==> src/rtl/sorter_pkg.sv <==
// Shared definitions for the iterative odd-even transposition sorter.
package sorter_pkg;

    typedef enum logic [1:0] {
        IDLE = 2'd0,
        SORT = 2'd1,
        DONE = 2'd2
    } state_t;

    localparam int DEF_N          = 8;
    localparam int DEF_W          = 8;
    localparam int DEF_APPROX_LSB = 0;

    // Bit offset of element i in a flat vector of w-bit elements.
    function automatic int idx(input int i, input int w);
        return i * w;
    endfunction

endpackage

==> src/rtl/compare_swap.sv <==
// One compare-exchange cell; keys drop the low APPROX_LSB bits, data moves full-width.
module compare_swap #(
    parameter int W          = 8,
    parameter int APPROX_LSB = 0
) (
    input  logic [W-1:0] a,
    input  logic [W-1:0] b,
    input  logic         desc,
    output logic [W-1:0] lo,
    output logic [W-1:0] hi,
    output logic         swapped
);

    logic [W-1:0] key_a;
    logic [W-1:0] key_b;

    assign key_a = a >> APPROX_LSB;
    assign key_b = b >> APPROX_LSB;

    // Strict compare: equal keys stay put, which keeps the sort stable.
    assign swapped = desc ? (key_a < key_b) : (key_a > key_b);
    assign lo      = swapped ? b : a;
    assign hi      = swapped ? a : b;

endmodule

==> src/rtl/iterative_sorter.sv <==
// Iterative odd-even transposition sorter, one phase per clock, with early exit
// once two consecutive phases make no swaps.
module iterative_sorter
    import sorter_pkg::*;
#(
    parameter int N          = DEF_N,
    parameter int W          = DEF_W,
    parameter int APPROX_LSB = DEF_APPROX_LSB,
    parameter int PW         = $clog2(N) + 1
) (
    input  logic            clk,
    input  logic            rst,
    input  logic [N*W-1:0]  sortIn,
    input  logic            inValid,
    output logic            inReady,
    input  logic            descending,
    output logic [N*W-1:0]  sortOut,
    output logic            outValid,
    input  logic            outReady,
    output logic [PW-1:0]   phasesUsed
);

    localparam int NE  = N / 2;
    localparam int NO  = (N - 1) / 2;
    localparam int NOW = (NO > 0) ? NO : 1;

    typedef logic [N-1:0][W-1:0] vec_t;

    state_t          state, state_d;
    vec_t            data, even_v, odd_v, net_v;
    logic            desc;
    logic [PW-1:0]   phase;
    logic            prev_clean;
    logic [NE-1:0]   even_sw;
    logic [NOW-1:0]  odd_sw;
    logic            any_sw;
    logic            accept;
    logic            finish;

    for (genvar i = 0; i < NE; i++) begin : g_even
        compare_swap #(.W(W), .APPROX_LSB(APPROX_LSB)) u_cs (
            .a(data[2*i]), .b(data[2*i+1]), .desc(desc),
            .lo(even_v[2*i]), .hi(even_v[2*i+1]), .swapped(even_sw[i])
        );
    end
    if (N % 2 == 1) begin : g_even_tail
        assign even_v[N-1] = data[N-1];
    end

    for (genvar i = 0; i < NO; i++) begin : g_odd
        compare_swap #(.W(W), .APPROX_LSB(APPROX_LSB)) u_cs (
            .a(data[2*i+1]), .b(data[2*i+2]), .desc(desc),
            .lo(odd_v[2*i+1]), .hi(odd_v[2*i+2]), .swapped(odd_sw[i])
        );
    end
    assign odd_v[0] = data[0];
    if (N % 2 == 0) begin : g_odd_tail
        assign odd_v[N-1] = data[N-1];
    end
    if (NO == 0) begin : g_odd_none
        assign odd_sw = '0;
    end

    assign net_v  = phase[0] ? odd_v : even_v;
    assign any_sw = phase[0] ? |odd_sw : |even_sw;

    always_comb begin
        state_d  = state;
        accept   = 1'b0;
        finish   = 1'b0;
        inReady  = 1'b0;
        outValid = 1'b0;
        case (state)
            IDLE: begin
                inReady = !rst;
                if (inValid) begin
                    accept  = 1'b1;
                    state_d = SORT;
                end
            end
            SORT: begin
                // Last possible phase, or this phase and the previous one were both clean.
                if (phase == PW'(N - 1) || (prev_clean && !any_sw)) begin
                    finish  = 1'b1;
                    state_d = DONE;
                end
            end
            DONE: begin
                outValid = 1'b1;
                if (outReady) state_d = IDLE;
            end
            default: state_d = IDLE;
        endcase
    end

    always_ff @(posedge clk or posedge rst) begin
        if (rst) state <= IDLE;
        else     state <= state_d;
    end

    always_ff @(posedge clk or posedge rst) begin
        if (rst) begin
            data       <= '0;
            desc       <= 1'b0;
            phase      <= '0;
            prev_clean <= 1'b0;
            sortOut    <= '0;
            phasesUsed <= '0;
        end else if (accept) begin
            data       <= vec_t'(sortIn);
            desc       <= descending;
            phase      <= '0;
            prev_clean <= 1'b0;
        end else if (state == SORT) begin
            data       <= net_v;
            prev_clean <= !any_sw;
            if (finish) begin
                sortOut    <= net_v;
                phasesUsed <= phase + PW'(1);
            end else begin
                phase <= phase + PW'(1);
            end
        end
    end

endmodule
==> config.mk <==
export PLATFORM = sky130hd
export DESIGN_NAME = iterative_sorter
export DESIGN_NICKNAME = d
export VERILOG_FILES = /design/src/rtl/sorter_pkg.sv /design/src/rtl/compare_swap.sv /design/src/rtl/iterative_sorter.sv
export SDC_FILE = /design/constraint.sdc
export NUM_CORES = 1
export LEC_CHECK = 0
export CAP_MARGIN = 20
export CORE_UTILIZATION = 55
export CTS_CLUSTER_SIZE = 16
export DETAILED_ROUTE_END_ITERATION = 10
export GPL_ROUTABILITY_DRIVEN = 0
export HOLD_SLACK_MARGIN = 0.15
export PLACE_DENSITY = 0.82
export SYNTH_ARGS = -nofsm -noshare
export SYNTH_HDL_FRONTEND = slang
export SYNTH_SLANG_ARGS = --single-unit
==> constraint.sdc <==
create_clock -name clk -period 15.9 [get_ports clk]
set_input_delay 3.975 -clock clk [delete_from_list [all_inputs] [get_ports clk]]
set_output_delay 3.975 -clock clk [all_outputs]
set_load 0.01 [all_outputs]
==> parameters.txt <==
Parameter                              Value

Status
  Result of the run ... complete, no violations

Clock tree
  CTS clock-pin slew for the worst setup and hold paths ... 0.06 ns
  Number of buffers created by CTS ... 17
  Post-CTS setup repair buffer count ... 0
  Number of resized instances in the post-cts repair step ... 0
  Buffer type at the clock tree root ... sky130_fd_sc_hd__clkbuf_16
  Sink count of the clock tree ... 140
  CTS tree ... yes
  Level count of the clock H-tree ... 4
  Worst-skew pair later-pin latency ... 0.43 ns
  Cts hold-fix bufs ... 0
  Clock tree buffer depth ... 2

Routing
  Detailed-route wire length on metal 1 ... 9370 um
  Iteration-0 DRC Markers ... 757
  Length of the first detailed-routing pass in iterations ... 7
  Residual antenna-violating net count after detailed routing ... 0
  Wire per inst ... 19.4 um
  Via total after detailed routing ... 7108
  Detail Route met2 WL ... 10400 um
  Top routing layer in use ... met4
  Vias per Instance ... 6.19
  Met3 wirelength from detailed routing ... 1730 um
  DRC ... 0
  Wire length reported by the detailed router ... 22300 um

Worst setup path
  Worst Setup Path Type ... in2out
  Worst reg2reg path startpoint ... data[38]$_DFFE_PP0P_
  Worst setup path startpoint ... rst
  Critical Path End Type ... output port
  Critical-path maximum fanout ... 2
  WP data arrival ... 5.22 ns
  Required time at the endpoint of the critical path ... 11.93 ns
  Startpoint kind of the worst setup timing path ... input port

Power
  Largest vdd supply drop ... 130 uV
  Total net switching power ... 0.00129 W
  Logic gate share of total power ... 58.5%
  Internal power ... 0.00150 W
  Static leakage power ... 4.57 nW
  Switching part of the total ... 46.3%
  Pwr per Cell Area ... 272 nW/um^2
  Flop pwr share ... 27.3%
  Clock network power share ... 14.3%

STA
  Final-report max-slew violation count ... 0
  Part of the cycle the worst path needs ... 57.8%
  Final count of negative-setup-slack endpoints ... 0
  F_max ... 109 MHz
  Post-Route Setup TNS ... 0 ns
  Actual transition at the worst max-transition pin ... 0.848 ns
  Shortest period the worst path allows ... 9.20 ns
  Worst max-slew margin expressed relative to the limit ... 43.4%
  Setup Skew ... 0.0109 ns
  Setup repair after global routing missed its margin ... false
  Final hold viol count ... 0

Logic synthesis
  Warning count from the yosys run ... 0
  Share of synthesized area occupied by flip-flops and latches ... 43.0%
  Synth Flop Type ... sky130_fd_sc_hd__dfrtp_1
  Synth Register Bits ... 140
  Share of synthesized flip-flops with an asynchronous set or reset ... 100%
  Synth cell types ... 60
  Post-synthesis cell count ... 829
  Number of flops mapped to enable cells by yosys ... 0
  Synthesized net count ... 955
  Cell area after synthesis ... 8150 sq um
  Post-synthesis area per instance ... 9.83 sq um

Die
  Die Y-Extent ... 124 um
  Effective utilization at floorplan ... 56.3%
  Area of the die ... 15300 sq um
  Number of top-level pins ... 139
  # rows ... 44
  Die width ... 124 um
  Core area ... 14500 sq um

Global routing
  Largest net degree at the start of global routing ... 81
  Global-route wire length before repair ... 35700 um
  Total Routing Usage GR ... 30.8%
  Via count of the first global-routing pass ... 6895
  Final global-route overflow total ... 0
  Antenna violations before repair ... 0

Placement
  Estimated wirelength of the detail-placed design ... 15200 um
  Instance count after placement with tap cells included ... 1116
  PortBufs ... 138

Finish
  Filler-free cell count of the finished design ... 1148
  Ant. Diodes ... 0
  Layout Nets ... 1077
  Area growth from synthesis to layout ... 25.4%
  Share of final-layout standard cells stronger than drive strength 1 ... 6.64%

Hold path
  Hold Crit Class ... reg2reg
  Critical hold path startpoint ... sortOut[61]$_DFFE_PP0P_

Run
  Number of maximum-capacitance constraint violations ... 0
-- logic make-up after synthesis --
kind of cell / count (synthesis) / share of synthesized area, %
flops: 140 / 43.0
buf+inv: 147 / 7.23
fa+ha+maj: 57 / 8.75
xor+xnor: 2 / 0.215
compound gates: 270 / 22.4
simple gates: 134 / 8.13
mux: 79 / 10.3
-- path summary, 6_finish.rpt --
| check | slack (ns) | endpoint | cells past startpoint |
|---|---|---|---|
| setup / recovery | 6.70 | inReady | 3 |
| hold / removal | 0.48 | sortOut[61]$_DFFE_PP0P_ | 1 |
| setup reg to reg | 12.16 | sortOut[39]$_DFFE_PP0P_ | 10 |
| hold reg to reg | 0.48 | sortOut[61]$_DFFE_PP0P_ | 1 |
| max in group asynchronous | 10.59 | data[27]$_DFFE_PP0P_ | 3 |
| min in group asynchronous | 4.07 | sortOut[0]$_DFFE_PP0P_ | 2 |
-- cell usage after synthesis (5+ instances only) --
cell / number / area share [%]
sky130_fd_sc_hd__ha_1: 57 / 8.7
sky130_fd_sc_hd__nand3_1: 9 / 0.55
sky130_fd_sc_hd__mux2i_1: 40 / 4.9
sky130_fd_sc_hd__a221o_1: 18 / 2.2
sky130_fd_sc_hd__dfrtp_1: 140 / 43
sky130_fd_sc_hd__mux2_2: 17 / 2.3
sky130_fd_sc_hd__buf_4: 5 / 0.46
sky130_fd_sc_hd__o22a_1: 30 / 3.2
sky130_fd_sc_hd__a22oi_1: 36 / 3.3
sky130_fd_sc_hd__nand2_1: 36 / 1.7
sky130_fd_sc_hd__a222oi_1: 9 / 1.1
sky130_fd_sc_hd__nor2_1: 37 / 1.7
sky130_fd_sc_hd__inv_1: 103 / 4.7
sky130_fd_sc_hd__clkbuf_1: 31 / 1.4
sky130_fd_sc_hd__o21ai_0: 88 / 5.4
sky130_fd_sc_hd__a21o_1: 8 / 0.74
sky130_fd_sc_hd__o22ai_1: 18 / 1.4
sky130_fd_sc_hd__nand4_1: 8 / 0.61
sky130_fd_sc_hd__nor2b_1: 10 / 0.77
sky130_fd_sc_hd__mux2_1: 21 / 2.9
sky130_fd_sc_hd__a21oi_1: 32 / 2.0
sky130_fd_sc_hd__nor3_1: 11 / 0.68
-- critical path, stage by stage --
cell	delay (ns)
sky130_fd_sc_hd__clkdlybuf4s50_1	0.49
sky130_fd_sc_hd__nor3_1	0.19
sky130_fd_sc_hd__clkdlybuf4s50_1	0.57
-- final cells by class --
cell class / instances / area (sq um)
inverters: 104 / 395
multi-input cells: 542 / 4060
well taps: 184 / 230
clock inverters: 13 / 143
fillers: 1102 / 4260
flip-flops and latches: 140 / 3500
clock buffers: 19 / 443
repair buffers: 146 / 1440
-- metal layers --
metal	global-route usage [%]	up-vias
li1	-	3275
met1	41.1	3428
met2	48.5	344
met3	6.91	61
met4	12.4	0
met5	0	-
-- state kept, by name, indices dropped and copies added (netlist names) --
name        count
data           64
desc            1
phase           4
phasesUsed      4
prev_clean      1
sortOut        64
state           2
-- power by group through the flow --
stage          combinational (W)  sequential, W  clock [W]
6_report                 0.00163       0.000758   0.000397
5_1_grt                  0.00181       0.000780   0.000416
4_1_cts                  0.00161       0.000751   0.000399
3_5_place_dp             0.00159       0.000753          0
3_3_place_gp             0.00154       0.000749          0
2_1_floorplan            0.00110       0.000713          0
-- cells in the final DEF (no fill, tap or decap), drive strengths merged, types with 3 or more instances in the layout --
cell,n
nand2b,4
ha,57
a31oi,4
clkinvlp,5
buf,8
mux2,38
a221o,18
inv,105
a222oi,9
nand2,36
nor2,37
nor3,11
clkbuf,19
nand3,9
nor2b,10
dfrtp,140
a21o,8
o22ai,18
o21ai,91
clkinv,5
a22oi,36
o22a,30
and3,4
o211ai,4
nand4,8
a21oi,33
mux2i,41
clkdlybuf4s50,138
and2,3
-- metrics by stage --
| stage | instance area [sq um] | setup WS, ns | hold slack, ns | utilization, % | power [W] |
|---|---|---|---|---|---|
| after floorplan | 8150 | 7.69 | 0.483 | - | 0.00182 |
| after global placement | 9630 | 6.76 | 0.466 | 66.5 | 0.00229 |
| after detailed placement | 9630 | 6.69 | 0.474 | 66.5 | 0.00234 |
| after CTS | 10200 | 6.69 | 0.488 | 70.6 | 0.00276 |
| after global routing | 10200 | 6.66 | 0.512 | 70.6 | 0.00300 |
| final | 10200 | 6.70 | 0.484 | 70.6 | 0.00278 |
No activity file was read; power rests on OpenSTA's default activity.
==> variant 1 (same flow settings) <==
Reset style: synchronous (`rst`), changed in 2 clocked blocks.
--- a/src/rtl/iterative_sorter.sv
+++ b/src/rtl/iterative_sorter.sv
@@ -93,12 +93,12 @@
         endcase
     end
 
-    always_ff @(posedge clk or posedge rst) begin
+    always_ff @(posedge clk) begin
         if (rst) state <= IDLE;
         else     state <= state_d;
     end
 
-    always_ff @(posedge clk or posedge rst) begin
+    always_ff @(posedge clk) begin
         if (rst) begin
             data       <= '0;
             desc       <= 1'b0;
Formal check against the unedited RTL: differs if rst is asserted again (counterexample within 4 cycles, from zero or initial values and one cycle with rst high); with rst held inactive, the same outputs for 4 cycles.
==> variant 1 against the unedited design <==
Setup slack improved by 0.18 ns. Global-route usage is 1.7 points higher. Final area is 7.2% higher. Non-clock buffer count rose by 7. Wire length is 21% higher. Cell count is 21% higher. Critical path depth is 1 higher. Sequential cell count unchanged. Synthesized area rose by 9.7%.
Power is not compared: it rests on default switching activity, and its combinational part moved more than twofold at a synthesized area within 25%.
==> variant 1: results (changes against the unedited design) <==
Largest net degree at the start of global routing - 79 (-2.5%)
CTS-repair resized insts - 0 (unchanged)
Sw power - 0.4435 mW
Top cells by count, synth - 140 x dfxtp_1, 88 x nand3_1, 87 x mux2i_1, 85 x a21oi_1, 85 x nand2_1
Synthesis warning total - 0 (unchanged)
Arrival time at the worst endpoint - 5.04 ns (-0.18 ns)
MaxCap Viol Count - 0 (unchanged)
Worst Hold Class - flip-flop to flip-flop
Syn_nets - 1206 (+26%)
Biggest regs - data (64), sortOut (64)
Initial antenna violation count - 0 (unchanged)
TritonCTS Buffers - 17 (unchanged)
# nets final - 1287 (+19%)
Most used DFF post-synth - dfxtp_1
Total GRT Usage - 32.49% (+1.7 points)
Clk_skew - 0.006915 ns (-0.003990 ns)
Outcome - completed
Worst-path clk slew - 0.06 ns (about the same)
Relative slew margins - 31.05% (-12 points)
Initial DRC count - 961 (+27%)
Max VDD drop - 0.08779 mV
Post-synthesis cell type count - 50 (-17%)
Final HPWL DP - 17.75 mm (+17%)
H-tree depth - 4 (unchanged)
Root buffer cell - clkbuf_16
Ranking of synthesized cells by area - dfxtp_1 31%, mux2i_1 9.7%, ha_1 8.0%, o211ai_1 5.3%, nand3_1 4.9%
Post-CTS Setup Inserts - 0 (unchanged)
Vias in the first global route - 8314 (+21%)
Final-report hold violation count - 0 (unchanged)
Antenna diode count - 0 (unchanged)
WL/cell - 19.31 um (-0.37%)
LEAKAGE - 4.276 nW
Clk buf depth - 2 (unchanged)
Vias - 9058 (+27%)
First-pass GRT wire length - 42.73 mm (+20%)
Worst-path fanout max - 26 (+24)
Endpoints failing setup - 0 (unchanged)
# fillers - 1332 (+21%)
Async set or reset register ratio after synthesis - 0% (-100 points)
PortBufs - 138 (unchanged)
Clk_lat worst skew - 0.43 ns (about the same)
Layout cells sized above 1 - 5.792% (-0.85 points)
Register area share after synthesis - 31.33% (-12 points)
1st-pass router iterations - 6 (-1)
[variant 1: cells by family (layout without fill, tap and decap cells)]
group / after synthesis / after routing / synth area share (%)
AOI/OAI and AO/OA: 357 / 357 / 27.99
xor gates and xnor gates: 2 / 2 / 0.1958
adders and majority gates: 57 / 57 / 7.972
buffers and inverters: 159 / 253 / 7.454
DFF: 140 / 140 / 31.33
muxes: 95 / 95 / 10.74
and+or+nand+nor: 270 / 270 / 14.32
[variant 1: path summary, 6_finish.rpt]
| kind | to | startpoint | depth (start not counted) | slack [ns] |
|---|---|---|---|---|
| hold / removal | sortOut[1]$_SDFFE_PP0P_ | sortOut[1]$_SDFFE_PP0P_ | 2 | 0.45 |
| hold reg to reg | sortOut[1]$_SDFFE_PP0P_ | sortOut[1]$_SDFFE_PP0P_ | 2 | 0.45 |
| setup reg to reg | sortOut[31]$_SDFFE_PP0P_ | data[19]$_SDFFE_PP0P_ | 10 | 11.41 |
| setup / recovery | inReady | rst | 4 | 6.88 |
[variant 1: layer usage]
metal  vias to the layer above  global-route usage, %  share of wire, %  wire (um)
li1                       4231                      -                 -          -
met1                      4294                  44.06                43      11610
met2                       476                  51.42                46      12230
met3                        57                  5.037               8.3       2228
met4                         0                  13.68               2.9        780
met5                         -                      0                 0          0
[variant 1: critical path: stages]
cell and delay [ns]:
buf_2 0.09, buf_4 0.23, nor3_1 0.17, clkdlybuf4s50_1 0.57
[variant 1: power by group through the flow]
| stage | Combinational [mW] | Sequential (mW) | Clock (mW) |
|---|---|---|---|
| floorplan | 0.316 | 0.395 | 0 |
| global placement | 0.397 | 0.405 | 0 |
| global route | 0.459 | 0.402 | 0.447 |
| finish | 0.420 | 0.400 | 0.429 |
| detailed placement | 0.405 | 0.406 | 0 |
| CTS | 0.411 | 0.398 | 0.432 |
[variant 1: metrics by stage]
stage	std cells	instance area, um^2	power, mW	setup slack (ns)
floorplan	1080	8946	0.7113	7.074
global route	1390	10950	1.308	6.810
CTS	1388	10940	1.241	6.895
global placement	1356	10300	0.8012	6.875
finish	1390	10950	1.249	6.881
detailed placement	1356	10300	0.8104	6.896
[variant 1: area by class of cell]
type	instances	area share [%]
Multi-Input combinational cell	781	50.21
Sequential cell	140	25.60
Timing Repair Buffer	153	13.59
Clock buffer	22	4.329
Tap cell	216	2.467
Inverter	68	2.330
Clock inverter	10	1.473
==> variant 2 (same flow settings) <==
Made on the original files. `DEF_N`: 8 -> 16.
--- a/src/rtl/sorter_pkg.sv
+++ b/src/rtl/sorter_pkg.sv
@@ -7,7 +7,7 @@
         DONE = 2'd2
     } state_t;
 
-    localparam int DEF_N          = 8;
+    localparam int DEF_N          = 16;
     localparam int DEF_W          = 8;
     localparam int DEF_APPROX_LSB = 0;
 
Ports: changed (resized phasesUsed, sortIn and sortOut); port bits go from 139 to 268. No check against the original RTL was run, so the function may have changed too.
==> variant 2 against the unedited design <==
Synthesized cell count increased by 110%. Utilization decreased by 1.0 points. Synthesized area increased by 93%. Sequential share of layout area increased by 0.48 points. Die area increased by 91%. Setup slack got worse by 0.014 ns. Wire length increased by 110%. First-iteration DRC count increased by 130%. Hold slack got worse by 0.011 ns. Final area increased by 90%. Total power increased by 78%. Critical path depth unchanged. Count of clock-buffer cells in the layout increased by 22. Largest power group unchanged. Sequential cell count increased by 130.
==> variant 2: results (changes against the unedited design) <==
Met3 WL - 3.824 mm (+120%)
TritonCTS Buffers - 28 (+11)
Post-synthesis cell type count - 59 (-1.7%)
H-tree depth - 1 (-3)
Routing usage on met2 - 51.50% (+3.0 points)
Register area share after synthesis - 42.96% (about the same)
Met1 Track Usage GR - 43.05% (+2.0 points)
Outcome - completed
Largest net degree at the start of global routing - 125 (+54%)
Slew at the pin with the worst max-slew slack - 1.102 ns (+0.2540 ns)
Met3 GRT Util - 4.534% (-2.4 points)
Max VDD drop - 0.1194 mV (-8.4%)
Arrival time at the worst endpoint - 5.24 ns (+0.02 ns)
LEAKAGE - 8.443 nW (+85%)
Syn_nets - 1979 (+110%)
# nets final - 2189 (+100%)
Layout cells sized above 1 - 4.964% (-1.7 points)
Biggest regs - data (128), sortOut (128)
First-pass GRT wire length - 74.09 mm (+110%)
Ranking of synthesized cells by area - dfrtp_1 43%, ha_1 9.7%, o21ai_1 6.4%, a22oi_1 5.3%, nand2_1 4.6%
Total GRT Usage - 31.92% (+1.1 points)
DRT Wirelength - 46.77 mm (+110%)
PortBufs - 267 (+93%)
Clk_lat worst skew - 0.56 ns (+0.13 ns)
Initial DRC count - 1770 (+130%)
Placed cell areas - 18480 um^2 (+92%)
Clk_skew - 0.01328 ns (+0.002371 ns)
Compound-Gate Fraction of Synth Area - 30.15% (+7.8 points)
Post-Synth XOR/XNOR Area - 0.05569% (-0.16 points)
Top cells by count, synth - 270 x dfrtp_1, 202 x o21ai_1, 194 x nand2_1, 148 x inv_1, 135 x o21ai_0
## variant 2: changes by cell type after synthesis, moves of 33 or more
cell,unedited run,this run
o21ai_1,3,202
nand2_1,36,194
dfrtp_1,140,270
a21oi_1,32,111
a22oi_1,36,112
ha_1,57,122
o21ai_0,88,135
inv_1,103,148
clkbuf_1,31,74
mux2i_1,40,7
## variant 2: critical path, delay by kind of cell
family,cells,cell delay [ns]
buffers and inverters,2,1.07
and+or+nand+nor,1,0.19
## variant 2: cell type report
| class | count | area, um^2 |
|---|---|---|
| Fill cell | 2192 | 8498 |
| Multi-Input combinational cell | 1206 | 7920 |
| Clock buffer | 41 | 810.8 |
| Clock inverter | 9 | 130.1 |
| Timing Repair Buffer | 280 | 2783 |
| Inverter | 148 | 563.0 |
| Tap cell | 378 | 473.0 |
| Sequential cell | 270 | 6756 |
## variant 2: path summary, 6_finish.rpt
path	startpoint	end	slack (ns)	cells past startpoint
setup / recovery	rst	inReady	6.69	3
hold / removal	sortOut[12]$_DFFE_PP0P_	sortOut[12]$_DFFE_PP0P_	0.47	2
setup reg to reg	data[41]$_DFFE_PP0P_	sortOut[18]$_DFFE_PP0P_	11.38	14
hold reg to reg	sortOut[12]$_DFFE_PP0P_	sortOut[12]$_DFFE_PP0P_	0.47	2
max in group asynchronous	rst	data[6]$_DFFE_PP0P_	10.30	3
min in group asynchronous	rst	state[1]$_DFFE_PP0P_	4.05	2
## variant 2: metrics by stage
stage / util [%] / cells
6_report: 69.58 / 2332
5_1_grt: 69.58 / 2332
4_1_cts: 69.51 / 2331
3_5_place_dp: 66.14 / 2281
3_3_place_gp: 66.14 / 2281
2_1_floorplan: - / 1724
## variant 2: power by group
group	switching, mW	internal (mW)	total (mW)
Sequential	0.417	1.00	1.42
Clock	0.277	0.400	0.677
Combinational	1.68	1.17	2.85
